===== src/rtl/mem_bus_arbiter.sv =====
// Two-master round-robin arbiter for the picorv32 native memory bus.
// A per-transaction watchdog ends stalled accesses with an error word.
module mem_bus_arbiter #(
  parameter int unsigned TIMEOUT_CYCLES = 255,
  parameter logic [31:0] ERR_RDATA      = 32'hDEAD_BEEF
) (
  input  logic        clk,
  input  logic        reset,
  input  logic        m0_valid,
  input  logic        m0_instr,
  input  logic [31:0] m0_addr,
  input  logic [31:0] m0_wdata,
  input  logic [3:0]  m0_wstrb,
  output logic        m0_ready,
  output logic [31:0] m0_rdata,
  input  logic        m1_valid,
  input  logic        m1_instr,
  input  logic [31:0] m1_addr,
  input  logic [31:0] m1_wdata,
  input  logic [3:0]  m1_wstrb,
  output logic        m1_ready,
  output logic [31:0] m1_rdata,
  output logic        s_valid,
  output logic        s_instr,
  output logic [31:0] s_addr,
  output logic [31:0] s_wdata,
  output logic [3:0]  s_wstrb,
  input  logic        s_ready,
  input  logic [31:0] s_rdata,
  output logic [7:0]  timeout_count,
  output logic [31:0] timeout_addr
);

  localparam int unsigned AW = 32;
  localparam int unsigned CW = 16;
  localparam int unsigned TW = 8;

  localparam logic [2:0] ST_IDLE  = 3'd0;
  localparam logic [2:0] ST_BUSY0 = 3'd1;
  localparam logic [2:0] ST_BUSY1 = 3'd2;
  localparam logic [2:0] ST_ERR0  = 3'd3;
  localparam logic [2:0] ST_ERR1  = 3'd4;

  localparam logic [CW-1:0] TMO_LAST = CW'(TIMEOUT_CYCLES - 1);
  localparam logic [TW-1:0] CNT_MAX  = '1;

  logic [2:0]    state_q, state_d;
  logic          last_grant_q, last_grant_d;
  logic [CW-1:0] tmo_cnt_q, tmo_cnt_d;
  logic [TW-1:0] timeout_count_q, timeout_count_d;
  logic [AW-1:0] timeout_addr_q, timeout_addr_d;

  // Master currently owning the bus (BUSY1/ERR1 select master 1).
  logic          sel;
  logic          sel_valid;
  logic [AW-1:0] sel_addr;

  assign sel       = (state_q == ST_BUSY1) || (state_q == ST_ERR1);
  assign sel_valid = sel ? m1_valid : m0_valid;
  assign sel_addr  = sel ? m1_addr  : m0_addr;

  always_ff @(posedge clk) begin
    if (reset) begin
      state_q         <= ST_IDLE;
      last_grant_q    <= 1'b1;
      tmo_cnt_q       <= '0;
      timeout_count_q <= '0;
      timeout_addr_q  <= '0;
    end else begin
      state_q         <= state_d;
      last_grant_q    <= last_grant_d;
      tmo_cnt_q       <= tmo_cnt_d;
      timeout_count_q <= timeout_count_d;
      timeout_addr_q  <= timeout_addr_d;
    end
  end

  // Next state: s_ready beats the watchdog when both land on the same edge.
  always_comb begin
    state_d         = state_q;
    last_grant_d    = last_grant_q;
    tmo_cnt_d       = tmo_cnt_q;
    timeout_count_d = timeout_count_q;
    timeout_addr_d  = timeout_addr_q;
    case (state_q)
      ST_IDLE: begin
        tmo_cnt_d = '0;
        if (m0_valid && m1_valid) begin
          state_d = last_grant_q ? ST_BUSY0 : ST_BUSY1;
        end else if (m0_valid) begin
          state_d = ST_BUSY0;
        end else if (m1_valid) begin
          state_d = ST_BUSY1;
        end
      end
      ST_BUSY0, ST_BUSY1: begin
        if (s_ready) begin
          state_d      = ST_IDLE;
          last_grant_d = sel;
          tmo_cnt_d    = '0;
        end else if (!sel_valid) begin
          state_d   = ST_IDLE;
          tmo_cnt_d = '0;
        end else if (tmo_cnt_q == TMO_LAST) begin
          state_d        = sel ? ST_ERR1 : ST_ERR0;
          tmo_cnt_d      = '0;
          timeout_addr_d = sel_addr;
          if (timeout_count_q != CNT_MAX) begin
            timeout_count_d = timeout_count_q + TW'(1);
          end
        end else begin
          tmo_cnt_d = tmo_cnt_q + CW'(1);
        end
      end
      ST_ERR0, ST_ERR1: begin
        state_d      = ST_IDLE;
        last_grant_d = sel;
        tmo_cnt_d    = '0;
      end
      default: begin
        state_d   = ST_IDLE;
        tmo_cnt_d = '0;
      end
    endcase
  end

  // Bus steering; an aborting reset hides any ready from the current owner.
  always_comb begin
    s_valid  = 1'b0;
    s_instr  = 1'b0;
    s_addr   = '0;
    s_wdata  = '0;
    s_wstrb  = '0;
    m0_ready = 1'b0;
    m0_rdata = '0;
    m1_ready = 1'b0;
    m1_rdata = '0;
    if (!reset) begin
      case (state_q)
        ST_BUSY0: begin
          s_valid  = m0_valid;
          s_instr  = m0_instr;
          s_addr   = m0_addr;
          s_wdata  = m0_wdata;
          s_wstrb  = m0_wstrb;
          m0_ready = s_ready;
          m0_rdata = s_rdata;
        end
        ST_BUSY1: begin
          s_valid  = m1_valid;
          s_instr  = m1_instr;
          s_addr   = m1_addr;
          s_wdata  = m1_wdata;
          s_wstrb  = m1_wstrb;
          m1_ready = s_ready;
          m1_rdata = s_rdata;
        end
        ST_ERR0: begin
          m0_ready = 1'b1;
          m0_rdata = ERR_RDATA;
        end
        ST_ERR1: begin
          m1_ready = 1'b1;
          m1_rdata = ERR_RDATA;
        end
        default: begin
          s_valid = 1'b0;
        end
      endcase
    end
  end

  assign timeout_count = timeout_count_q;
  assign timeout_addr  = timeout_addr_q;

endmodule

===== config.mk =====
export PLATFORM = sky130hd
export DESIGN_NAME = mem_bus_arbiter
export DESIGN_NICKNAME = d
export VERILOG_FILES = /design/src/rtl/mem_bus_arbiter.sv
export SDC_FILE = /design/constraint.sdc
export NUM_CORES = 1
export LEC_CHECK = 0
export ABC_CLOCK_PERIOD_IN_PS = 2400
export BUFFER_PORTS_ARGS = -buffer_cell sky130_fd_sc_hd__clkbuf_2
export CAP_MARGIN = 0
export CORE_AREA = 5 5 134 136
export CTS_BUF_LIST = sky130_fd_sc_hd__clkbuf_4 sky130_fd_sc_hd__clkbuf_8
export DETAILED_ROUTE_END_ITERATION = 8
export DIE_AREA = 0 0 139 141
export GPL_ROUTABILITY_DRIVEN = 0
export PLACE_DENSITY_LB_ADDON = 0.15
export SLEW_MARGIN = 20
export SYNTH_ARGS = -nofsm -noshare
export SYNTH_HDL_FRONTEND = slang
export SYNTH_SLANG_ARGS = --single-unit

===== constraint.sdc =====
create_clock -name clk -period 2.4 [get_ports clk]
set_clock_uncertainty 0.05 [all_clocks]
set_input_delay 0.48 -clock clk [delete_from_list [all_inputs] [get_ports clk]]
set_output_delay 0.48 -clock clk [all_outputs]
set_load 0.03 [all_outputs]

==> results.cfg <==
[drt]
wirelength_um = 19500
drc = 0
vias = 5280
wl_per_cell_um = 17.4
dr.pass1.iters = 4
final_antenna_net_count = 0
vias_per_cell = 4.71
drt_iter0_markers = 239

[power]
intPower_mw = 1.96
powerDensity_mw_per_mm2 = 436
p_comb_share_pct = 35.0
ir_worst_vdd_v = 0.000280
p_sw_mw = 1.03
p_leak_nw = 3.14
power_frac_seq_pct = 33.7
p_sw_share_pct = 34.5
clkPwrFrac_pct = 31.3

[setup_path]
endpoint_kind = primary output
rr_startpoint = state_q[0]$_SDFFE_PP0P_
cp.buffers_inverters = 4
crit_chain = buf_8 -> xnor2_2 -> nor3_2 -> buf_4 -> buf_4 -> o21a_1 -> buf_6
start_kind = flop
cp_data_arrival_time_ps = 1830
cp_max_fo = 15
path_delay_family = buffers and inverters
rr_worst_depth = 6
required_ps = 1870
path_class = flop to primary output
critPathSlowestCell = dfxtp_4
path_common_cell = buf_4
r2r_end = timeout_count[7]$_SDFFE_PP0P_
regToRegSetupSlack_ps = 250
cpPeakStageDelay_ps = 370

[clock_network]
cts_tree = done
clockRootBuffer = clkbuf_8
clockBufferDepth = 2
htree_levels = 3
ctsHoldBuffers = 0
numCtsBuffers = 9
clock-sinks = 60
clkLatencyLatePin_ps = 330
path_clk_slew_ps = 70

[final_layout]
final_nets = 1070
layout_commonest_cell = clkbuf_2
drive_gt1_share_pct = 47.5
n_antenna_cell = 0
area_growth_pct = 59.1
fin_util_pct = 40.7
final_cell_mix = clkbuf_2 (293), nor2_1 (138), a22oi_1 (70)
fillers = 1784

[global_route]
grt_max_degree = 65
gr-usage-all-layers_pct = 18.0
antenna_found_initial = 2
grt_pass1_wl_um = 28600
grt_pass1_vias = 5060
gr-total-overflow = 0

[synthesis]
seq_area_frac_synth_pct = 27.9
synth_area_leaders = dfxtp_1 (28%), nor2_1 (12%), a22oi_1 (12%)
ys_ff_latch = 60
synthArstFlopShare_pct = 0
synth_top_area_share_pct = 27.9
synth_area_leader_cell = dfxtp_1
syn-num-nets = 733
netlist_area_mm2 = 0.00430
synth-main-ff-cell = dfxtp_1
synth.distinct_cells = 43
netlist_instances = 555
syn_avg_cell_area_um2 = 7.76
yosys_warnings = 0
synth_edf_count = 0

[job]
maxCapViolCount = 0

[placed_design]
portBuffers = 350
place_hpwl_um = 14900
dp_slack_ps = 151

[floorplan]
die-area_mm2 = 0.0196
num_rows = 48
die_y_um = 141
coreArea_mm2 = 0.0168
die_x_um = 139
io_pins = 351
initial_utilization_pct = 25.6

[timing]
fin_crit_sh_pct = 98.4
setup_violations = 0
finalHoldViolations = 0
worst_slew_pin_slew_ps = 463
drv_slew = 0
post-route-min-period_ps = 2360
slew_headroom_pct = 69.1
rsz0062_at_grt = yes
setup-tns-final_ps = 0
fmax_ghz = 0.423
worst_slack_ps = 38.0

[min_path]
min_path_type = flop to flop
hold_path_startpoint = last_grant_q$_SDFFE_PP1P_
hold_end = last_grant_q$_SDFFE_PP1P_
holdPathStages = 2

[run_status]
status = complete, no violations
## state kept, by name, summed over array words and instances, names as in the netlist
register,flops
last_grant_q,1
state_q,3
timeout_addr,32
timeout_count,8
tmo_cnt_q,16
## logic make-up (layout without fill, tap and decap cells)
group / count (synthesis) / count (layout) / synth area share, %
simple gates: 217 / 217 / 25.0
compound gates: 165 / 165 / 28.5
flops: 60 / 60 / 27.9
buf+inv: 57 / 399 / 5.84
mux: 35 / 35 / 8.20
xor+xnor: 18 / 18 / 3.66
fa+ha+maj: 3 / 3 / 0.872
## worst max-delay path by stage
stage,to,from,cells after the start
2_1_floorplan,s_addr[0],state_q[0]$_SDFFE_PP0P_,6
3_3_place_gp,s_wdata[11],state_q[2]$_SDFFE_PP0P_,6
3_5_place_dp,s_wdata[11],state_q[2]$_SDFFE_PP0P_,6
4_1_cts,s_wdata[11],state_q[2]$_SDFFE_PP0P_,6
5_1_grt,m1_rdata[10],state_q[1]$_SDFFE_PP0P_,7
6_report,m1_rdata[10],state_q[1]$_SDFFE_PP0P_,7
## power by group through the flow
stage | Clock, mW | Combinational, mW | Sequential [mW]
after floorplan | 0 | 0.572 | 1.03
after global placement | 0 | 0.964 | 1.03
after detailed placement | 0 | 0.961 | 1.03
after CTS | 0.978 | 0.989 | 1.01
after global routing | 1.03 | 1.12 | 1.01
final | 0.935 | 1.04 | 1.01
## Yosys cell counts, drive strengths merged (4+ instances only)
cell type,instances
nor2,153
a22oi,70
dfxtp,60
o21a,50
clkbuf,42
a211oi,34
mux2i,33
buf,12
xnor2,12
nand2,11
nand2b,10
and2,7
nand3,6
xor2,6
a21oi,5
nand4,5
and3,4
nor3,4
o21ai,4
## metal layers
metal | vias up | GRT usage [%] | share of wire, %
li1 | 2670 | - | -
met1 | 2379 | 21.0 | 40
met2 | 195 | 31.6 | 50
met3 | 32 | 5.09 | 6.8
met4 | 4 | 6.64 | 2.8
met5 | - | 0 | 0.14
## through the flow
stage / cell area, um^2 / hold WS [ps] / cells / total power [mW]
after floorplan: 4300 / 383 / 555 / 1.60
after global placement: 6320 / 427 / 1095 / 1.99
after detailed placement: 6320 / 416 / 1095 / 1.99
after CTS: 6600 / 406 / 1115 / 2.97
after global routing: 6850 / 421 / 1122 / 3.15
final: 6850 / 427 / 1122 / 2.99
## final cells by class
| cell class | instances | area (um^2) | area share (%) |
|---|---|---|---|
| flip-flops and latches | 60 | 1210 | 17.7 |
| inverters | 3 | 11.3 | 0.164 |
| clock buffers | 12 | 159 | 2.32 |
| clock inverters | 4 | 47.5 | 0.694 |
| multi-input cells | 438 | 2890 | 42.2 |
| well taps | 225 | 282 | 4.11 |
| repair buffers | 380 | 2250 | 32.8 |
## timing repair
action,CTS,global route
endpoints found under the setup margin,91,86
cloned,1,5
gates resized for setup,12,138
pin swaps,0,2
buffers inserted,3,2
## worst reg2reg max path: cells and delay by family, from the launching register on
kind	cells	cell delay [ps]
flops	1	360
compound gates	1	390
mux	1	310
buf+inv	1	200
simple gates	3	730
(Power assumes the default switching activity.)
